<file path="src/rtl/data_mem_arbiter_pkg.sv">
// Shared types and constants for the core/host data memory arbiter.
// FSM encodings, bus widths and the default host starvation limit.
package bat_mem_pkg;

    localparam int unsigned DW = 8;
    localparam int unsigned AW = 8;
    localparam int unsigned WW = 4;

    localparam int unsigned MAX_WAIT_DEF = 3;

    localparam logic [0:0] S_IDLE = 1'b0;
    localparam logic [0:0] S_ACK  = 1'b1;

    typedef struct packed {
        logic          we;
        logic [AW-1:0] addr;
        logic [DW-1:0] wdata;
    } mem_req_t;

    function automatic mem_req_t pick_req(
        input logic     sel_host,
        input mem_req_t host_r,
        input mem_req_t core_r
    );
        return sel_host ? host_r : core_r;
    endfunction

endpackage

</file>
<file path="src/rtl/data_mem_arbiter_if.sv">
// Core, host and memory signal bundle for the data memory arbiter.
// slave = arbiter side, master = environment side.
interface data_mem_arbiter_if;
    import bat_mem_pkg::*;

    logic          core_req;
    logic          core_we;
    logic [AW-1:0] core_addr;
    logic [DW-1:0] core_wdata;
    logic [DW-1:0] core_rdata;
    logic          core_clk_en;

    logic          host_req;
    logic          host_we;
    logic          host_lock;
    logic [AW-1:0] host_addr;
    logic [DW-1:0] host_wdata;
    logic [DW-1:0] host_rdata;
    logic          host_ack;

    logic          mem_en;
    logic          mem_we;
    logic [AW-1:0] mem_addr;
    logic [DW-1:0] mem_wdata;
    logic [DW-1:0] mem_rdata;

    modport slave (
        input  core_req, core_we, core_addr, core_wdata,
        output core_rdata, core_clk_en,
        input  host_req, host_we, host_lock, host_addr, host_wdata,
        output host_rdata, host_ack,
        output mem_en, mem_we, mem_addr, mem_wdata,
        input  mem_rdata
    );

    modport master (
        output core_req, core_we, core_addr, core_wdata,
        input  core_rdata, core_clk_en,
        output host_req, host_we, host_lock, host_addr, host_wdata,
        input  host_rdata, host_ack,
        input  mem_en, mem_we, mem_addr, mem_wdata,
        output mem_rdata
    );

endinterface

</file>
<file path="src/rtl/data_mem_arbiter.sv">
// Shares one synchronous data memory between the core and a host port.
// Core has priority; the host is guaranteed a slot after MAX_WAIT cycles.
module data_mem_arbiter
    import bat_mem_pkg::*;
#(
    parameter int unsigned MAX_WAIT = MAX_WAIT_DEF
) (
    input  logic                clk,
    input  logic                sync_rst,
    input  logic                clk_en,
    data_mem_arbiter_if.slave   bus
);

    localparam logic [WW-1:0] WAIT_LIM = WW'(MAX_WAIT);

    logic [0:0]    state_q, state_d;
    logic [WW-1:0] wait_q, wait_d;
    logic [DW-1:0] hold_q, hold_d;
    logic          rd_pend_q, rd_pend_d;

    logic          host_pending;
    logic          grant_host;
    logic          grant_core;
    logic          rd_take;
    mem_req_t      core_r;
    mem_req_t      host_r;
    mem_req_t      sel_r;

    always_comb begin
        host_pending = bus.host_req && (state_q == S_IDLE) && !sync_rst;
        grant_host   = host_pending &&
                       (!bus.core_req || (wait_q == WAIT_LIM) || bus.host_lock);
        grant_core   = bus.core_req && !grant_host &&
                       !bus.host_lock && !sync_rst;
    end

    always_comb begin
        core_r = '{we: bus.core_we, addr: bus.core_addr, wdata: bus.core_wdata};
        host_r = '{we: bus.host_we, addr: bus.host_addr, wdata: bus.host_wdata};
        sel_r  = pick_req(grant_host, host_r, core_r);
    end

    always_comb begin
        bus.mem_en    = clk_en && (grant_host || grant_core);
        bus.mem_we    = bus.mem_en && sel_r.we;
        bus.mem_addr  = sel_r.addr;
        bus.mem_wdata = sel_r.wdata;
    end

    // During reset the core must keep clocking so it sees its own reset.
    always_comb begin
        bus.core_clk_en = clk_en &&
                          (sync_rst ||
                           (!bus.host_lock && !(bus.core_req && !grant_core)));
    end

    always_comb begin
        bus.host_ack   = clk_en && !sync_rst && (state_q == S_ACK);
        bus.host_rdata = bus.host_ack ? bus.mem_rdata : '0;
    end

    // Fresh read data is only on mem_rdata for one enabled cycle; the hold
    // register keeps it visible to the core across later stalls.
    always_comb begin
        rd_take        = clk_en && rd_pend_q && !sync_rst;
        bus.core_rdata = rd_take ? bus.mem_rdata : hold_q;
    end

    always_comb begin
        state_d   = state_q;
        wait_d    = wait_q;
        hold_d    = hold_q;
        rd_pend_d = rd_pend_q;
        if (clk_en) begin
            unique case (1'b1)
                (state_q == S_IDLE): if (grant_host) state_d = S_ACK;
                (state_q == S_ACK):  state_d = S_IDLE;
                default:             state_d = S_IDLE;
            endcase
            if (grant_host || !bus.host_req) begin
                wait_d = '0;
            end else if (host_pending && (wait_q < WAIT_LIM)) begin
                wait_d = wait_q + 1'b1;
            end
            rd_pend_d = grant_core && !bus.core_we;
            if (rd_pend_q) hold_d = bus.mem_rdata;
        end
    end

    always_ff @(posedge clk) begin
        if (sync_rst) begin
            state_q   <= S_IDLE;
            wait_q    <= '0;
            hold_q    <= '0;
            rd_pend_q <= 1'b0;
        end else begin
            state_q   <= state_d;
            wait_q    <= wait_d;
            hold_q    <= hold_d;
            rd_pend_q <= rd_pend_d;
        end
    end

endmodule

</file>
<file path="src/flat_wrapper.sv">
// flat-port wrapper written by rule: the top's interface ports become plain ports
module data_mem_arbiter_flat import bat_mem_pkg::*;
#(
    parameter int unsigned MAX_WAIT = MAX_WAIT_DEF
)
  (clk, sync_rst, clk_en, bus_core_req, bus_core_we, bus_core_addr, bus_core_wdata, bus_core_rdata, bus_core_clk_en, bus_host_req, bus_host_we, bus_host_lock, bus_host_addr, bus_host_wdata, bus_host_rdata, bus_host_ack, bus_mem_en, bus_mem_we, bus_mem_addr, bus_mem_wdata, bus_mem_rdata);
  data_mem_arbiter_if bus_i ();
  input  logic clk;
  input  logic sync_rst;
  input  logic clk_en;
  input wire logic [$bits(bus_i.core_req)-1:0] bus_core_req;
  input wire logic [$bits(bus_i.core_we)-1:0] bus_core_we;
  input wire logic [$bits(bus_i.core_addr)-1:0] bus_core_addr;
  input wire logic [$bits(bus_i.core_wdata)-1:0] bus_core_wdata;
  output wire logic [$bits(bus_i.core_rdata)-1:0] bus_core_rdata;
  output wire logic [$bits(bus_i.core_clk_en)-1:0] bus_core_clk_en;
  input wire logic [$bits(bus_i.host_req)-1:0] bus_host_req;
  input wire logic [$bits(bus_i.host_we)-1:0] bus_host_we;
  input wire logic [$bits(bus_i.host_lock)-1:0] bus_host_lock;
  input wire logic [$bits(bus_i.host_addr)-1:0] bus_host_addr;
  input wire logic [$bits(bus_i.host_wdata)-1:0] bus_host_wdata;
  output wire logic [$bits(bus_i.host_rdata)-1:0] bus_host_rdata;
  output wire logic [$bits(bus_i.host_ack)-1:0] bus_host_ack;
  output wire logic [$bits(bus_i.mem_en)-1:0] bus_mem_en;
  output wire logic [$bits(bus_i.mem_we)-1:0] bus_mem_we;
  output wire logic [$bits(bus_i.mem_addr)-1:0] bus_mem_addr;
  output wire logic [$bits(bus_i.mem_wdata)-1:0] bus_mem_wdata;
  input wire logic [$bits(bus_i.mem_rdata)-1:0] bus_mem_rdata;
  assign bus_i.core_req = bus_core_req;
  assign bus_i.core_we = bus_core_we;
  assign bus_i.core_addr = bus_core_addr;
  assign bus_i.core_wdata = bus_core_wdata;
  assign bus_core_rdata = bus_i.core_rdata;
  assign bus_core_clk_en = bus_i.core_clk_en;
  assign bus_i.host_req = bus_host_req;
  assign bus_i.host_we = bus_host_we;
  assign bus_i.host_lock = bus_host_lock;
  assign bus_i.host_addr = bus_host_addr;
  assign bus_i.host_wdata = bus_host_wdata;
  assign bus_host_rdata = bus_i.host_rdata;
  assign bus_host_ack = bus_i.host_ack;
  assign bus_mem_en = bus_i.mem_en;
  assign bus_mem_we = bus_i.mem_we;
  assign bus_mem_addr = bus_i.mem_addr;
  assign bus_mem_wdata = bus_i.mem_wdata;
  assign bus_i.mem_rdata = bus_mem_rdata;
  data_mem_arbiter #(.MAX_WAIT(MAX_WAIT)) u_core (.clk(clk), .sync_rst(sync_rst), .clk_en(clk_en), .bus(bus_i));
endmodule
</file>
<file path="config.mk">
export PLATFORM = sky130hd
export DESIGN_NAME = data_mem_arbiter_flat
export DESIGN_NICKNAME = d
export VERILOG_FILES = /design/src/rtl/data_mem_arbiter_pkg.sv /design/src/rtl/data_mem_arbiter_if.sv /design/src/rtl/data_mem_arbiter.sv /design/src/flat_wrapper.sv
export SDC_FILE = /design/constraint.sdc
export NUM_CORES = 1
export LEC_CHECK = 0
export ABC_AREA = 1
export BUFFER_PORTS_ARGS = -buffer_cell sky130_fd_sc_hd__buf_2
export CAP_MARGIN = 20
export CORE_MARGIN = 5
export CORE_UTILIZATION = 37
export DETAILED_ROUTE_END_ITERATION = 7
export GPL_TIMING_DRIVEN = 0
export PLACE_DENSITY = 0.82
export SYNTH_ARGS = -nofsm -noshare
export SYNTH_HDL_FRONTEND = slang
export SYNTH_SLANG_ARGS = --single-unit
</file>
<file path="constraint.sdc">
create_clock -name clk -period 1.4 [get_ports clk]
set_clock_uncertainty 0.05 [all_clocks]
set_input_delay 0.21 -clock clk [delete_from_list [all_inputs] [get_ports clk]]
set_output_delay 0.21 -clock clk [all_outputs]
set_load 0.01 [all_outputs]
</file>
-- Word-level counts from Yosys, hierarchy flattened
Cells that the tools add are included.
- register bits: 14
- bits in read-only memories: 0
- input bits: 48
- output and inout port bits: 36
- memories kept: 0
- logic and storage cells: 48
- bits in writable memories: 0
- latch bits: 0
- reductions and logical operators: 33
- $lt $le $gt $ge: 1
- shifts and indexed selects: 0
- add/subtract/negate cells: 1
- divide/modulo/power cells: 0
- equality and inequality tests: 1
- bitwise logic cells: 1
- $mul: 0
- mux-type cells: 7
- operators by type and width (kind ; count):
    1-bit logical AND ; 17
    17-bit two-way mux ; 1
    8-bit two-way mux ; 2
    1-bit zero test ; 8
    4-bit two-way mux ; 2
    1-bit logical OR ; 5
    4-bit by 1-bit adder with 4-bit output (second input constant) ; 1
    4-bit by 2-bit == test with 1-bit output (second input constant) ; 1
    4-bit by 2-bit < comparator with 1-bit output (second input constant) ; 1
    2-bit AND reduction ; 2
    1-bit two-way mux ; 2
    2-bit nonzero test ; 1
    1-bit NOT ; 1

-- Longest topological paths before layout
- word-level depth: 14
- mapped depth: 8
- depth with buffers taken out: 8

-- Worst setup path after synthesis
No wires, ideal clock.
- path type: reg2out
- start point: register u_core.wait_q[0]
- end point: output bus_mem_we
- data arrival time: 1132 ps
- cell stages (with the launch flop): 9
- required time: 1140 ps
- path buffers: 1
- setup slack: 8 ps
- cells stage by stage: dfxtp_1 -> ha_1 -> nand2_1 -> nand2_1 -> nand2_4 -> buf_6 -> nand2_1 -> o21ai_1 -> a21oi_1
- cells in the longest elaborated chain, start to end: 11
- elaborated cells on any way between the ends: 12
- classes of those cells: 1 x eq/ne; 1 x mux; 10 x reduce/logical
- RTL lines (what ; line ; source):
    from (decl) ; data_mem_arbiter.sv:17 ; logic [WW-1:0] wait_q, wait_d;
    from (signal assigned) ; data_mem_arbiter.sv:98 ; wait_q <= wait_d;
    4-bit by 2-bit == test with 1-bit output * ; data_mem_arbiter.sv:32 ; (!bus.core_req || (wait_q == WAIT_LIM) || bus.host_lock);
    1-bit logical OR * (2 in series) ; data_mem_arbiter.sv:32 ;
    1-bit logical AND * ; data_mem_arbiter.sv:31 ; grant_host = host_pending &&
    1-bit zero test ; data_mem_arbiter.sv:33 ; grant_core = bus.core_req && !grant_host &&
    1-bit logical AND (2 in series) ; data_mem_arbiter.sv:33 ;
    1-bit logical AND ; data_mem_arbiter.sv:34 ; !bus.host_lock && !sync_rst;
    1-bit logical OR ; data_mem_arbiter.sv:44 ; bus.mem_en = clk_en && (grant_host || grant_core);
    1-bit logical AND ; data_mem_arbiter.sv:44 ;
    1-bit logical AND * ; data_mem_arbiter.sv:45 ; bus.mem_we = bus.mem_en && sel_r.we;
    to (decl) ; flat_wrapper.sv:25 ; output wire logic [$bits(bus_i.mem_we)-1:0] bus_mem_we;
Mark *: on every way between the ends. The rest lies on a longest branch, timed or not.

-- Final worst setup path
- start point: register u_core.wait_q[0]
- end point: output bus_mem_wdata[0]
- cells in the longest elaborated chain, start to end: 5
- RTL lines (what ; line ; source):
    4-bit by 2-bit == test with 1-bit output ; data_mem_arbiter.sv:32 ;
    1-bit logical OR (2 in series) ; data_mem_arbiter.sv:32 ;
    1-bit logical AND ; data_mem_arbiter.sv:31 ;
    17-bit two-way mux ; data_mem_arbiter_pkg.sv:25 ; return sel_host ? host_r : core_r;
    to (decl) ; flat_wrapper.sv:27 ; output wire logic [$bits(bus_i.mem_wdata)-1:0] bus_mem_wdata;
Every way passes these cells.

==> results.tsv <==
metric	value	unit
outcome	finished with violations	
failing checks	negative setup slack	
drt pass-1 iters	4	
total track usage	0.1972	
met3 WL	322	um
Slew HR	0.6202	
Post-Layout Inst Area	1770	um2
CTS Buf Count	3	
Initial Util	0.3874	
CTS clock-pin slew for the worst setup and hold paths	0.09	ns
I/O pins	84	
Metal-1 WL	1.430	mm
largest net degree at the start of global routing	11	
met2 wire length	2.273	mm
synth top area cells	dfxtp_1, nand2_1, inv_1	
Mapped Cells	167	
Most used DFF post-synth	dfxtp_1	
Final HPWL DP	2.522	mm
register area share after synthesis	0.2894	
register area	285.3	um2
ratio of cells with drive above 1 in the final layout	0.5365	
Worst Reg-to-Reg Cells	4	
Antenna diodes	0	
number of synthesized flops with an enable pin	0	
CTS tree	yes	
CTS root buffer	clkbuf_4	
nets	324	
H-Tree Depth	1	
Pleak	0.001069	uW
initial antenna violation count	0	
number of global-route vias before repair	1302	
Skew-Pair Late Insertion Delay	0.28	ns
total gr overflow	0	
Die Height	61.16	um
total wire length	4.115	mm
Hold Vio Cnt, Final	0	
input/output buffers	82	
setup violators final	27	
Synth top area share	0.2894	
critical path class	flop to output port	
CP max FO	5	
clk buf depth	2	
Post-DRT Antenna Nets	0	
die width	61.16	um
global-route wire length before repair	5.540	mm
Max VDD drop	0.6107	mV
Final Power	1025	uW
CP Launch Type	flop	
dpl cell area	1416	um2
most frequent cells after synthesis	nand2_1, inv_1, nor2_1	
worst setup margin	-0.3410	ns
Multi-input gate area	679.4	um2
RR Startpoint	u_core.rd_pend_q	
post-synth top area cell	dfxtp_1	
# clock sinks	14	
vias	1441	
top sig layer	met4	
Synth cell types	22	
Power Dens Cells	578.8	nW/um2
CORE AREA	2500	um2
RSZ-0062 raised after global routing	yes	
DR WL/cell	13.54	um
die area	3741	um2
Post-synth ARST share	0	
Period minus WS final	1.741	ns
Peak Freq	0.5744	GHz
Final period util	1.244	
Remaining DRCs	0	
Hold Path Origin	bus_mem_rdata[7]	
WP data required	1.14	ns
pre-CTS setup slack	-0.1333	ns
most common cell in the synthesized netlist	nand2_1	
Synthesized Nets	216	
Final Max Tran Viols	0	
FP Rows	18	
Worst EP arrival	1.48	ns
hold depth	3	
DRT iter0 DRCs	44	
synthesized area	968.4	um2
Worst Tran Pin Value	0.5697	ns
hold crit path type	input pin to flop	
Ys Warns	0	
Synth Area per Inst	5.799	um2
vias per cell	4.740	
Yosys reg bits	14	
# Max-Cap Violations	0	
fillcell total	223	
Critical Path Start	u_core.wait_q[0]	
Syn-to-layout area delta	82.82	%
GPL Wtd Cong	0.8308	
CP Capture Type	output port	
==> registers in the layout, indices dropped and copies added, names as in the netlist <==
name,count
u_core.hold_q,8
u_core.rd_pend_q,1
u_core.state_q,1
u_core.wait_q,4
==> path summary, 6_finish.rpt <==
| path | endpoint | slack (ns) |
|---|---|---|
| setup / recovery | bus_mem_wdata[0] | -0.34 |
| hold / removal | u_core.hold_q[7] | 0.10 |
| setup reg to reg | u_core.hold_q[0] | 0.04 |
| hold reg to reg | u_core.wait_q[3] | 0.41 |
==> where the power goes <==
part	switching [uW]	total, uW	internal [uW]
registers	6.64	413	406
logic	173	321	148
clock network	133	291	158
total	312	1020	713
==> final cells by class <==
type / count / area share
plain buffers: 6 / 0.02968
clock buffers: 4 / 0.02049
inverters: 24 / 0.05230
multi-input cells: 123 / 0.3837
flip-flops and latches: 14 / 0.1611
well taps: 30 / 0.02120
repair buffers: 103 / 0.3314
==> layer usage <==
layer	up-vias	track usage
met4	0	0.08050
met1	651	0.1832
met2	54	0.3943
met3	6	0.05451
li1	730	-
met5	-	0
==> placed cells by master (no fill, tap or decap), types with 2 or more instances in the layout <==
master and instances:
o31ai_1 6, nand2_2 9, dfxtp_1 10, buf_6 8
dfxtp_2 4, nand3_1 4, o21ai_2 5, buf_2 82
a21oi_1 5, clkbuf_4 3, inv_1 21, nor2_2 2
o21ai_1 4, nor2_1 14, buf_4 18, nand2_4 7
nand2_1 58
==> stage by stage <==
| stage | TNS [ns] | hold WS, ns | util | cells |
|---|---|---|---|---|
| after floorplan | 0 | 0.2635 | - | 167 |
| after global placement | -1.980 | 0.3937 | 0.5666 | 279 |
| after detailed placement | -1.993 | 0.3980 | 0.5666 | 279 |
| after CTS | -6.313 | 0.1079 | 0.6727 | 304 |
| after global routing | -9.407 | 0.1244 | 0.7082 | 304 |
| final | -6.620 | 0.1026 | 0.7082 | 304 |
==> critical path, cell delays in order, from the launching register on <==
cell,delay [ns]
dfxtp_2,0.36
ha_4,0.14
nand2_2,0.05
nand2_2,0.07
nand2_4,0.08
buf_4,0.14
buf_6,0.12
nand2_1,0.05
nand2_1,0.06
buf_2,0.14
==> cells by family (layout without fill, tap and decap cells) <==
| kind of cell | count (synthesis) | in the layout | synth area share |
|---|---|---|---|
| AOI/OAI and AO/OA | 24 | 24 | 0.1473 |
| buffers and inverters | 30 | 137 | 0.1447 |
| adders and majority gates | 1 | 1 | 0.01292 |
| DFF | 14 | 14 | 0.2894 |
| and+or+nand+nor | 98 | 98 | 0.4057 |
==> timing repair <==
| item | 4_1_cts | 5_1_grt |
|---|---|---|
| buffers inserted | 19 | 2 |
| setup endpoints to repair | 35 | 40 |
| resized for setup | 34 | 22 |
| pin swaps | 5 | 5 |
| gates cloned | 2 | 0 |
| hold buffers | 0 | 0 |
(Power assumes the default switching activity.)
